===== config.mk =====
export PLATFORM = sky130hd
export DESIGN_NAME = mips8_controller
export DESIGN_NICKNAME = d
export VERILOG_FILES = /design/src/rtl/mips8_controller.sv
export SDC_FILE = /design/constraint.sdc
export NUM_CORES = 1
export LEC_CHECK = 0
export BUFFER_PORTS_ARGS = -buffer_cell sky130_fd_sc_hd__buf_4
export CORE_MARGIN = 2
export CORE_UTILIZATION = 38
export DETAILED_ROUTE_END_ITERATION = 12
export PLACE_DENSITY_LB_ADDON = 0.3
export SYNTH_ARGS = -nofsm -noshare
export SYNTH_HDL_FRONTEND = slang
export SYNTH_SLANG_ARGS = --single-unit
export TNS_END_PERCENT = 50

===== constraint.sdc =====
create_clock -name clk -period 1.8 [get_ports clk]
set_clock_uncertainty 0.15 [all_clocks]
set_input_delay 0.18 -clock clk [delete_from_list [all_inputs] [get_ports clk]]
set_output_delay 0.18 -clock clk [all_outputs]
set_load 0.005 [all_outputs]

===== src/rtl/mips8_controller.sv =====
// Multicycle control FSM for the MIPS8 8-bit datapath (two-byte fetch, 4-bit opcode).
// Optional MIPS8_MEM_WAIT_EN adds mem_ready handshaking on memory states.
module mips8_controller #(
  parameter logic [2:0] ALU_ADD = 3'b000
) (
  input  logic        clk,
  input  logic        rst,
  input  logic [15:0] instr,
  input  logic        CF,
  input  logic        VF,
  input  logic        ZF,
  input  logic        SF,
`ifdef MIPS8_MEM_WAIT_EN
  input  logic        mem_ready,
`endif
  output logic        enPC,
  output logic        enData,
  output logic        enFlags,
  output logic        we,
  output logic [1:0]  enIR,
  output logic [1:0]  addrSrc,
  output logic        PCsrc,
  output logic        JR,
  output logic [2:0]  regSrc,
  output logic [1:0]  regDst,
  output logic [1:0]  srcA,
  output logic [1:0]  srcB,
  output logic [2:0]  aluop,
  output logic        cin,
  output logic        memwe,
  output logic        halted
);

  typedef enum logic [3:0] {
    FETCH_HI, FETCH_LO, DECODE, EXEC, ALU_WB,
    MEM_RD, LD_WB, MEM_WR, HALT
  } state_e;

  typedef struct packed {
    logic       en_pc;
    logic       en_data;
    logic       en_flags;
    logic       we;
    logic [1:0] en_ir;
    logic [1:0] addr_src;
    logic       pc_src;
    logic       jr;
    logic [2:0] reg_src;
    logic [1:0] reg_dst;
    logic [1:0] src_a;
    logic [1:0] src_b;
    logic [2:0] aluop;
    logic       cin;
    logic       memwe;
    logic       halted;
  } ctl_t;

  state_e     state_q, state_d;
  ctl_t       c, cg;
  logic [3:0] op;
  logic [1:0] mem_addr;
  logic       rdy;
  logic       unused_ok;

`ifdef MIPS8_MEM_WAIT_EN
  assign rdy = mem_ready;
`else
  assign rdy = 1'b1;
`endif

  assign op        = instr[15:12];
  assign unused_ok = ^{VF, instr[11:4]};
  // LDR/STR address through rb, LD/ST through the immediate
  assign mem_addr  = (op == 4'h5 || op == 4'h6) ? 2'b01 : 2'b10;

  always_ff @(posedge clk or negedge rst) begin
    if (!rst) state_q <= FETCH_HI;
    else      state_q <= state_d;
  end

  always_comb begin
    c       = '0;
    state_d = state_q;
    unique case (state_q)
      FETCH_HI, FETCH_LO: begin
        c.addr_src = 2'b00;
        c.src_a    = 2'b01;
        c.src_b    = 2'b01;
        c.aluop    = ALU_ADD;
        c.en_pc    = rdy;
        if (rdy) begin
          c.en_ir = (state_q == FETCH_HI) ? 2'b10 : 2'b01;
          state_d = (state_q == FETCH_HI) ? FETCH_LO : DECODE;
        end
      end
      DECODE: begin
        state_d = FETCH_HI;
        unique case (op)
          4'h0, 4'h1: state_d = EXEC;
          4'h2: begin
            c.we      = 1'b1;
            c.reg_src = 3'b011;
          end
          4'h7: begin
            c.we      = 1'b1;
            c.reg_src = 3'b010;
          end
          4'h3, 4'h5: state_d = MEM_RD;
          4'h4, 4'h6: state_d = MEM_WR;
          4'h8: begin
            c.pc_src = 1'b1;
            c.en_pc  = 1'b1;
          end
          4'h9, 4'hA, 4'hB, 4'hC: begin
            c.pc_src = 1'b1;
            unique case (op)
              4'h9:    c.en_pc = ZF;
              4'hA:    c.en_pc = ~ZF;
              4'hB:    c.en_pc = CF;
              default: c.en_pc = SF;
            endcase
          end
          4'hD: begin
            c.we      = 1'b1;
            c.reg_dst = 2'b01;
            c.reg_src = 3'b100;
            c.pc_src  = 1'b1;
            c.en_pc   = 1'b1;
          end
          4'hE: begin
            c.jr    = 1'b1;
            c.en_pc = 1'b1;
          end
          4'hF: state_d = HALT;
        endcase
      end
      EXEC: begin
        c.src_a    = 2'b00;
        c.en_flags = 1'b1;
        if (op == 4'h0) begin
          c.src_b = 2'b00;
          c.aluop = instr[2:0];
          c.cin   = instr[3];
        end else begin
          c.src_b = 2'b10;
          c.aluop = ALU_ADD;
        end
        state_d = ALU_WB;
      end
      ALU_WB: begin
        c.reg_src = 3'b000;
        c.we      = 1'b1;
        state_d   = FETCH_HI;
      end
      MEM_RD: begin
        c.addr_src = mem_addr;
        c.en_data  = rdy;
        if (rdy) state_d = LD_WB;
      end
      LD_WB: begin
        c.reg_src = 3'b001;
        c.we      = 1'b1;
        state_d   = FETCH_HI;
      end
      MEM_WR: begin
        // strobe held for the whole access so the address stays stable
        c.addr_src = mem_addr;
        c.memwe    = 1'b1;
        if (rdy) state_d = FETCH_HI;
      end
      HALT: c.halted = 1'b1;
      default: state_d = FETCH_HI;
    endcase
  end

  assign cg      = rst ? c : '0;
  assign enPC    = cg.en_pc;
  assign enData  = cg.en_data;
  assign enFlags = cg.en_flags;
  assign we      = cg.we;
  assign enIR    = cg.en_ir;
  assign addrSrc = cg.addr_src;
  assign PCsrc   = cg.pc_src;
  assign JR      = cg.jr;
  assign regSrc  = cg.reg_src;
  assign regDst  = cg.reg_dst;
  assign srcA    = cg.src_a;
  assign srcB    = cg.src_b;
  assign aluop   = cg.aluop;
  assign cin     = cg.cin;
  assign memwe   = cg.memwe;
  assign halted  = cg.halted;

endmodule


; ---- Yosys cells after proc, flatten, opt, wreduce, memory -nomap -nowiden
; Cells that the tools add are included.
[totals]
ff_bits = 4
input_bits = 22
output_inout_bits = 25
[op_classes]
n_eq_ne = 23
n_mux = 28
bitwise = 1
n_reduce_logical = 13
[ops]
columns = op, count
row1 = $eq 4x4->1 const B, 9
row2 = $eq 4x3->1 const B, 8
row3 = $mux 25, 1
row4 = $pmux 4 s5, 1
row5 = $eq 4x2->1 const B, 4
row6 = $pmux 4 s4, 1
row7 = $mux 2, 7
row8 = $pmux 6 s2, 1
row9 = $reduce_or 2->1, 6
row10 = $mux 1, 10
row11 = $pmux 3 s3, 1
row12 = $eq 4x1->1 const B, 2
row13 = $logic_not 4->1, 2
row14 = $pmux 1 s2, 3
row15 = $pmux 3 s2, 1
row16 = $reduce_or 3->1, 2
row17 = $reduce_or 6->1, 1
row18 = $mux 5, 1
row19 = $reduce_or 4->1, 1
row20 = $pmux 1 s3, 1
row21 = $logic_or 1x1->1, 1
row22 = $not 1->1, 1

; ---- Longest topological paths before layout
; Gate-level depths: netlist of the first run.
[logic_depth]
depth_word = 5
ltp_mapped = 4
mapped_depth_nobuf = 3

; ---- Worst setup path after synthesis of the first run
; Ideal clock, no wire load.
[synth_path]
path_kind = register to output
start = register state_q[2]
end = output aluop[0]
arrival_time_ns = 1.194
n_path_buf = 0
stages_incl_launch_ff = 4
slack_ns = 0.276
path_cell_list = dfrtp_1 or3b_1 nor3b_2 and2_1
[synth_between]
elab_chain_len = 4
elab_cells_between_ends = 6
[synth_rtl]
columns = element, line_no
row1 = start: declaration, 58  ; state_e state_q, state_d;
row2 = start signal: assignment, 78  ; else state_q <= state_d;
row3 = $eq 4x1->1 / $logic_not 4->1 (equally long branches), 84  ; unique case (state_q)
row4 = $reduce_or 2->1, 84
row5 = $pmux 6 s2 (*), 84
row6 = $mux 25 (*), 176  ; assign cg = rst ? c : '0;
row7 = end: declaration, 28  ; output logic [2:0] aluop,
; Mark *: on every way between the ends. The rest lies on a longest branch, timed or not.

; ---- Final worst setup path of the first run
[layout_path]
start = register state_q[3]
end = output cin
[layout_between]
elab_chain_len = 3
[layout_rtl]
columns = element, line_no
row1 = $eq 4x2->1, 84
row2 = $mux 1, 84
row3 = $mux 25, 176
row4 = end: declaration, 29  ; output logic cin,
; Every way passes these cells.

==> impl_metrics.toml, run 1 <==
[status]
status = "finished, violations left"
violations = "hold timing, setup timing"

[power]
switchingPower_uw = 322
p_comb_share_pct = 64.8
p_per_area_nw_per_um2 = 784
cell_internal_pwr_uw = 455
switching_share_pct = 41.5
clockPowerShare_pct = 13.7
power_uw = 777
power.leakage_uw = 0.000477
ir_drop_mv = 0.685
seqPwrFrac_pct = 21.6

[worst_setup_path]
path_cells = "or3b_4 -> nor3b_4 -> and2_1 -> buf_4"
cp-start-kind = "flip-flop"
worst-r2r-setup-slack_ns = 0.40
timing.rr.start = "state_q[0]$_DFFE_PN0P_"
rr_worst_depth = 3
rr_endpoint = "state_q[2]$_DFFE_PN0P_"
critPathCaptureType = "output pin"
max_stage_delay_ns = 0.41
critPathMaxFanout = 4
crit_path_top_delay_cell = "or3b_4"
worst_ep_required_time_ns = 1.47
critPathKind = "flip-flop to output pin"
crit_arrival_ns = 1.53

[synthesis]
synth_top_cell_by_area = "dfrtp_1"
postSynth.asyncResetShare_pct = 100
ys_seq_area_share_pct = 16.6
synth_area_leaders = "dfrtp_1, nor2_1, nor2b_1"
synthCells = 85
synth_edf_count = 0
ys_ff_latch = 4
syn_avg_cell_area_um2 = 7.10
ys_warn_count = 0
synth.distinct_cells = 34
synth_ff_type = "dfrtp_1"
syn-cell-area_um2 = 603
netlist.area_leader.share_pct = 16.6

[clocking]
tritoncts = "yes"
cts.sinks = 4
clk_pin_slew_ns = 0.04
insertion_delay_ns = 0.23
cts.htree.levels = 1
clockBufferDepth = 2
cts_made_buffers = 3
root_buffer = "clkbuf_4"

[detailed_routing]
vias_per_cell = 5.18
drt_wl_total_um = 1670
vias = 720
postRouteAntennaNets = 0
drtIter0Drc = 12
drtPass1Iterations = 4
remaining_drc_errors = 0
wl_per_cell_um = 12.0

[global_routing]
antenna_found_initial = 0
grtUsageTotal_pct = 18.0
grt_pass1_wl_um = 2660
grt_overflow = 0
grt_max_degree = 17
grt_pass1_vias = 644

[sta]
rsz0062_at_grt = "yes"
post-route-period-util_pct = 103
setup_viol = 5
fmax_mhz = 538
hold_ws_ns = -0.397
layout_setup_ws_ns = -0.0577
hold_viol = 4
period_needed_ns = 1.86
finalMaxSlewViolations = 0

[cells_and_area]
multiInputGateArea_um2 = 503
largest_reg_flops = 4
syn_to_final_growth_pct = 64.3
drive_gt1_share_pct = 49.6
top_register = "state_q"
reg.largest.list = "state_q x4"
regArea_um2 = 100
nets = 147
nFillCells = 129
n_antenna_cell = 0

[floorplanning]
die-area_um2 = 1920
ioPinCount = 47
coreArea_um2 = 1490
start_util_pct = 40.5
rows = 14
die_w_um = 43.8
die_h_um = 43.8

[placed_design]
gp_congestion = 0.768
numPortBuffers = 35
dp_hpwl_um = 1210

[flow_run]
drv_cap = 0

[worst_hold_path]
min_path_type = "input pin to async pin"
==> placed cells by master (no fill, tap or decap), types with 2 or more instances in the layout <==
| master | netlist | final |
|---|---|---|
| nor3_1 | 4 | 2 |
| clkbuf_4 | 0 | 3 |
| a32oi_1 | 2 | 2 |
| nor3b_4 | 0 | 2 |
| and3b_1 | 2 | 2 |
| mux2i_1 | 2 | 2 |
| inv_1 | 2 | 2 |
| nand2_1 | 7 | 7 |
| nor2b_1 | 5 | 4 |
| dfrtp_1 | 4 | 4 |
| nand3_2 | 0 | 2 |
| a21oi_1 | 4 | 4 |
| buf_4 | 3 | 42 |
| and2_1 | 4 | 3 |
| nor2_1 | 10 | 9 |
| nand2b_1 | 2 | 2 |
| or4_1 | 2 | 2 |
| nor4_1 | 3 | 3 |
| buf_6 | 0 | 2 |
| a31oi_1 | 3 | 2 |
| conb_1 | 1 | 2 |
| nor3_2 | 0 | 2 |
==> per-stage QoR <==
| step | setup slack [ns] | std cells | cell area [um^2] | utilization [%] | setup TNS (ns) |
|---|---|---|---|---|---|
| 4_1_cts | -0.0438 | 138 | 955 | 64.1 | -0.245 |
| 3_3_place_gp | 0.0909 | 131 | 863 | 58.0 | 0 |
| 3_5_place_dp | 0.0628 | 131 | 863 | 58.0 | 0 |
| 6_report | -0.0577 | 139 | 991 | 66.6 | -0.261 |
| 2_1_floorplan | 0.276 | 86 | 607 | - | 0 |
| 5_1_grt | -0.115 | 139 | 991 | 66.6 | -0.648 |
==> kinds of logic (layout without fill, tap and decap cells) <==
group                     after synthesis  count (layout)  synth area share (%)
and+or+nand+nor                        49              49                  47.9
AOI/OAI and AO/OA                      14              14                  16.2
buffers and inverters                  12              49                  10.6
DFF                                     4               4                  16.6
muxes                                   3               3                  5.19
xor gates and xnor gates                2               2                  2.91
other                                   1               2                 0.622
==> area by class of cell <==
| type | instances | area share, % |
|---|---|---|
| Clock buffer | 3 | 2.27 |
| Multi-Input combinational cell | 70 | 50.8 |
| Timing Repair Buffer | 44 | 34.1 |
| Inverter | 2 | 0.758 |
| Sequential cell | 4 | 10.1 |
| Tap cell | 16 | 2.02 |
==> routing by layer <==
metal  vias to the layer above  routed length (um)  GRT usage [%]
met5                         -                   0              0
met4                         0                   0           7.27
met3                         0                  77           2.50
met2                        20                 838           28.8
met1                       320                 757           24.1
li1                        380                   -              -
==> Yosys cell counts, types with 3 or more instances <==
library cell,count
nor2_1,10
nand2_1,7
buf_2,6
nor2b_1,5
a21oi_1,4
and2_1,4
dfrtp_1,4
nor3_1,4
a31oi_1,3
buf_4,3
nand3_1,3
nor4_1,3
==> power groups by stage <==
stage	clock network [uW]	logic [uW]	registers (uW)
2_1_floorplan	0	274	151
3_3_place_gp	0	423	162
3_5_place_dp	0	430	162
4_1_cts	113	476	163
5_1_grt	113	549	171
6_report	106	503	168
==> how the worst max path moves through the flow <==
stage / startpoint / end / slack [ns] / depth (start not counted)
after floorplan: state_q[2]$_DFFE_PN0P_ / aluop[0] / 0.28 / 3
after global placement: state_q[3]$_DFFE_PN0P_ / aluop[0] / 0.09 / 4
after CTS: state_q[3]$_DFFE_PN0P_ / cin / -0.04 / 4
after detailed placement: state_q[3]$_DFFE_PN0P_ / aluop[0] / 0.06 / 4
final: state_q[3]$_DFFE_PN0P_ / cin / -0.06 / 4
after global routing: state_q[3]$_DFFE_PN0P_ / aluop[1] / -0.11 / 4
==> critical path: cells and delay by family, from the launching register on <==
kind	cells	cell delay, ns
simple gates	3	0.80
flops	1	0.40
buf+inv	1	0.10
==> timing repair <==
item | 4_1_cts | 5_1_grt
pin swaps | 6 | 4
setup endpoints to repair | 10 | 15
buffers inserted | 4 | 1
resized for setup | 8 | 7
endpoints found under the hold margin | 4 | 4
Power figures use the tool's default switching activity.
==> inputs of run 2 (changes only) <==
--- a/config.mk
+++ b/config.mk
@@ -13,4 +13,4 @@
 export SYNTH_ARGS = -nofsm -noshare
 export SYNTH_HDL_FRONTEND = slang
 export SYNTH_SLANG_ARGS = --single-unit
-export TNS_END_PERCENT = 50
+export TNS_END_PERCENT = 1
==> run 2 against run 1 <==
- the flow still finishes with violations (hold timing, setup timing)
- maximum frequency grew 1.0%
- sequential share of layout area grew 0.18 points
- core utilization shrank 1.2 points
- global-route usage is the same
- setup slack gained 0.019 ns
- combinational power shrank 3%
- power shrank 2.4%
- non-clock buffer count shrank 1
- clock-buffer cell count is the same
- critical endpoint is now aluop[0]
==> impl_metrics.toml, run 2 (same netlist as run 1, synthesis figures left out) <==
[worst_hold_path]
min_path_type = "input pin to async pin"

[sta]
hold_viol = 4
hold_ws_ns = -0.397
fmax_mhz = 544
rsz0062_at_grt = "yes"
finalMaxSlewViolations = 0
layout_setup_ws_ns = -0.0391
setup_viol = 5
period_needed_ns = 1.84
post-route-period-util_pct = 102

[worst_setup_path]
critPathKind = "flip-flop to output pin"
worst-r2r-setup-slack_ns = 0.39
path_delay_family = "simple AND/OR/NAND/NOR gates"
crit_path_top_delay_cell = "or3b_4"
worst_ep_required_time_ns = 1.47
cp_num_buf_inv = 1
critPathCaptureType = "output pin"
crit_arrival_ns = 1.51
critPathMaxFanout = 4
path_cells = "or3b_4 -> nor3b_4 -> and2_1 -> buf_4"
max_stage_delay_ns = 0.41
cp-start-kind = "flip-flop"

[global_routing]
grt_max_degree = 17
grt_pass1_vias = 644
antenna_found_initial = 0
grt_pass1_wl_um = 2660
grt_overflow = 0
grtUsageTotal_pct = 18.0

[detailed_routing]
drtPass1Iterations = 4
drtIter0Drc = 11
postRouteAntennaNets = 0
vias = 712
wl_per_cell_um = 11.9
drt_wl_total_um = 1650
vias_per_cell = 5.16
remaining_drc_errors = 0

[clocking]
insertion_delay_ns = 0.23
cts_made_buffers = 3
clockBufferDepth = 2
tritoncts = "yes"
root_buffer = "clkbuf_4"
clk_pin_slew_ns = 0.04
cts.htree.levels = 1
cts.sinks = 4

[status]
status = "finished, violations left"
violations = "hold timing, setup timing"

[floorplanning]
die_w_um = 43.8
die-area_um2 = 1920
die_h_um = 43.8
coreArea_um2 = 1490
start_util_pct = 40.5
rows = 14
ioPinCount = 47

[cells_and_area]
design_area_um2 = 973
nFillCells = 131
top_register = "state_q"
drive_gt1_share_pct = 48.4
n_antenna_cell = 0
syn_to_final_growth_pct = 61.4
mostFrequentLayoutCells = "buf_4, nor2_1, nand2_1"
reg.largest.list = "state_q x4"
largest_reg_flops = 4
nets = 146
final_common_cell = "buf_4"

[placed_design]
gp_congestion = 0.768
numPortBuffers = 35
dpl_cell_area_um2 = 863
pre_cts_ws_ns = 0.0628
dp_hpwl_um = 1210

[flow_run]
drv_cap = 0

[power]
power.leakage_uw = 0.000468
ir_drop_mv = 0.609
p_per_area_nw_per_um2 = 779
[run 2: cell count changes in the layout (fill, tap and decap cells not counted)]
| cell | before | now |
|---|---|---|
| buf_6 | 2 | 0 |
| and2_1 | 3 | 4 |
| and2_4 | 1 | 0 |
| buf_4 | 42 | 43 |
[run 2: per-stage QoR]
step	TNS (ns)	util, %	std cells	hold WS [ns]	power [uW]
after CTS	-0.245	64.1	138	-0.405	751
final	-0.185	65.4	138	-0.397	758
after floorplan	0	-	86	-0.266	425
after global placement	0	58.0	131	-0.160	585
after global routing	-0.669	65.4	138	-0.395	814
after detailed placement	0	58.0	131	-0.162	592
[run 2: per-layer routing]
metal / vias to the layer above / GRT usage, % / share of wire, %
met4: 0 / 7.27 / 0
met2: 18 / 28.8 / 50
li1: 376 / - / -
met1: 318 / 24.1 / 46
met5: - / 0 / 0
met3: 0 / 2.50 / 4.1
[run 2: final timing paths]
path                                     endpoint  depth (start not counted)                    from
max in group asynchronous  state_q[2]$_DFFE_PN0P_                          1                     rst
setup reg to reg           state_q[2]$_DFFE_PN0P_                          3  state_q[0]$_DFFE_PN0P_
hold / removal             state_q[3]$_DFFE_PN0P_                          1                     rst
hold reg to reg            state_q[2]$_DFFE_PN0P_                          2  state_q[3]$_DFFE_PN0P_
setup / recovery                         aluop[0]                          4  state_q[3]$_DFFE_PN0P_
min in group clk           state_q[0]$_DFFE_PN0P_                          3               instr[15]
[run 2: final cells by class]
cell class,instances,area [um^2],share of cell area (%)
multi-input combinational,70,500,51.4
timing repair buffer,43,323,33.2
tap,16,20.0,2.06
sequential,4,100,10.3
inverter,2,7.51,0.771
clock buffer,3,22.5,2.31
[run 2: worst register-to-register path: stages, from the launching register on]
cell and delay [ns]:
dfrtp_1 0.49, nand2_1 0.24, mux2_2 0.32, a21oi_1 0.13
[run 2: power breakdown]
part	switching [uW]	internal (uW)	leakage, uW
clock network	32.0	74.3	0.0000138
logic	241	245	0.000403
registers	45.0	121	0.0000519
total	318	440	0.000468
[run 2: repair_timing]
item | 4_1_cts | 5_1_grt
setup endpoints to repair | 10 | 15
resized for setup | 8 | 4
pin swaps | 6 | 4
endpoints found under the hold margin | 4 | 4
buffers inserted | 4 | 0
==> inputs of run 3 (changes only) <==
--- a/config.mk
+++ b/config.mk
@@ -10,6 +10,7 @@
 export CORE_UTILIZATION = 38
 export DETAILED_ROUTE_END_ITERATION = 12
 export PLACE_DENSITY_LB_ADDON = 0.3
+export SKIP_CTS_REPAIR_TIMING = 1
 export SYNTH_ARGS = -nofsm -noshare
 export SYNTH_HDL_FRONTEND = slang
 export SYNTH_SLANG_ARGS = --single-unit
==> run 3 against run 2 <==
- the run still ends with hold timing, setup timing left
- clock power barely moved
- setup slack got worse by 0.048 ns
- combinational power fell by 4.9%
- power fell by 3.0%
- sequential share of layout area rose by 0.43 points
- register-to-register slack barely moved
- clock-buffer cell count did not move
- first-iteration DRC count rose by 120%
- critical path type unchanged
- critical endpoint unchanged
- highest routed layer unchanged
==> impl_metrics.toml, run 3 (same netlist as run 1, synthesis figures left out) <==
[detailed_routing]
drtIter0Drc = 24
wl_per_cell_um = 12.1
remaining_drc_errors = 0
postRouteAntennaNets = 0
drtPass1Iterations = 4
drt_wl_total_um = 1620
vias_per_cell = 5.23
vias = 701

[floorplanning]
die_h_um = 43.8
start_util_pct = 40.5
rows = 14
die_w_um = 43.8
ioPinCount = 47
die-area_um2 = 1920
coreArea_um2 = 1490

[cells_and_area]
reg.largest.list = "state_q x4"
top_register = "state_q"
syn_to_final_growth_pct = 55.0
nets = 142
n_antenna_cell = 0
final_common_cell = "buf_4"
largest_reg_flops = 4
mostFrequentLayoutCells = "buf_4, nor2_1, nand2_1"
drive_gt1_share_pct = 44.1

[clocking]
tritoncts = "yes"
cts.htree.levels = 1
insertion_delay_ns = 0.23
cts.sinks = 4
clockBufferDepth = 2
root_buffer = "clkbuf_4"
clk_pin_slew_ns = 0.04
cts_made_buffers = 3

[sta]
period_needed_ns = 1.89
setup_viol = 5
post-route-period-util_pct = 105
fmax_mhz = 530
hold_viol = 4
layout_setup_ws_ns = -0.0868
hold_ws_ns = -0.397
rsz0062_at_grt = "yes"
fin_setup_tns_ns = -0.363
finalMaxSlewViolations = 0

[power]
power_uw = 736
cell_internal_pwr_uw = 427
switching_share_pct = 42.0
power.leakage_uw = 0.000451
p_per_area_nw_per_um2 = 787
seqPwrFrac_pct = 22.7
ir_drop_mv = 0.632
clockPowerShare_pct = 14.5
switchingPower_uw = 309
p_comb_share_pct = 62.8

[worst_setup_path]
path_delay_family = "simple AND/OR/NAND/NOR gates"
crit_arrival_ns = 1.56
timing.rr.start = "state_q[0]$_DFFE_PN0P_"
worst-r2r-setup-slack_ns = 0.40
critPathCaptureType = "output pin"
max_stage_delay_ns = 0.43
worst_ep_required_time_ns = 1.47
crit_path_top_delay_cell = "or3b_4"
critPathKind = "flip-flop to output pin"
cp-start-kind = "flip-flop"
critPathMaxFanout = 5
path_cells = "or3b_4 -> nor3b_4 -> and2_4 -> buf_6"
rr_worst_depth = 3
rr_endpoint = "state_q[2]$_DFFE_PN0P_"
cp_num_buf_inv = 1

[global_routing]
grt_max_degree = 17
grt_pass1_wl_um = 2530
antenna_found_initial = 0
grt_overflow = 0
grt_pass1_vias = 599
grtUsageTotal_pct = 17.1

[worst_hold_path]
min_path_type = "input pin to async pin"

[flow_run]
drv_cap = 0

[status]
violations = "hold timing, setup timing"
status = "finished, violations left"

[placed_design]
dp_hpwl_um = 1210
numPortBuffers = 35
gp_congestion = 0.768
-- run 3: cell types whose count changed in the layout (fill, tap and decap cells not counted) --
| cell | before | now |
|---|---|---|
| a31oi_1 | 2 | 3 |
| a31oi_2 | 1 | 0 |
| and2_1 | 4 | 3 |
| and2_4 | 0 | 1 |
| buf_4 | 43 | 37 |
| buf_6 | 0 | 2 |
| nor2_1 | 9 | 10 |
| nor2_2 | 1 | 0 |
| nor3_1 | 2 | 4 |
| nor3_2 | 2 | 0 |
-- run 3: worst register-to-register path, delay by kind of cell (launching register included) --
kind	cells	cell delay, ns
DFF	1	0.50
muxes	1	0.31
and+or+nand+nor	1	0.22
AOI/OAI and AO/OA	1	0.14
-- run 3: power by group through the flow --
stage / Sequential, uW / Clock (uW) / Combinational [uW]
finish: 167 / 107 / 462
global route: 171 / 113 / 505
CTS: 161 / 113 / 432
floorplan: 151 / 0 / 274
global placement: 162 / 0 / 423
detailed placement: 162 / 0 / 430
-- run 3: cell type report --
| type | count | area [um^2] |
|---|---|---|
| fill | 143 | 554 |
| multi-input combinational | 70 | 484 |
| timing repair buffer | 39 | 300 |
| sequential | 4 | 100 |
| clock buffer | 3 | 22.5 |
| tap | 16 | 20.0 |
| inverter | 2 | 7.51 |
-- run 3: worst max path at each step --
stage | end | slack [ns] | startpoint | cells past startpoint
after floorplan | aluop[0] | 0.28 | state_q[2]$_DFFE_PN0P_ | 3
after global placement | aluop[0] | 0.09 | state_q[3]$_DFFE_PN0P_ | 4
after detailed placement | aluop[0] | 0.06 | state_q[3]$_DFFE_PN0P_ | 4
after CTS | aluop[0] | -0.19 | state_q[3]$_DFFE_PN0P_ | 4
after global routing | aluop[0] | -0.15 | state_q[3]$_DFFE_PN0P_ | 4
final | aluop[0] | -0.09 | state_q[3]$_DFFE_PN0P_ | 4
-- run 3: routing by layer --
| layer | share of wire (%) | GRT usage [%] |
|---|---|---|
| met1 | 46 | 22.8 |
| met3 | 6.2 | 2.50 |
| met5 | 0 | 0 |
| met2 | 48 | 27.4 |
| met4 | 0 | 7.27 |
-- run 3: stage by stage --
step / hold WS (ns) / utilization [%] / worst slack (ns) / instance area [um^2] / instances
after floorplan: -0.266 / - / 0.276 / 607 / 86
after global routing: -0.395 / 62.8 / -0.147 / 935 / 134
after detailed placement: -0.162 / 58.0 / 0.0628 / 863 / 131
after CTS: -0.408 / 59.5 / -0.190 / 886 / 134
final: -0.397 / 62.8 / -0.0868 / 935 / 134
after global placement: -0.160 / 58.0 / 0.0909 / 863 / 131
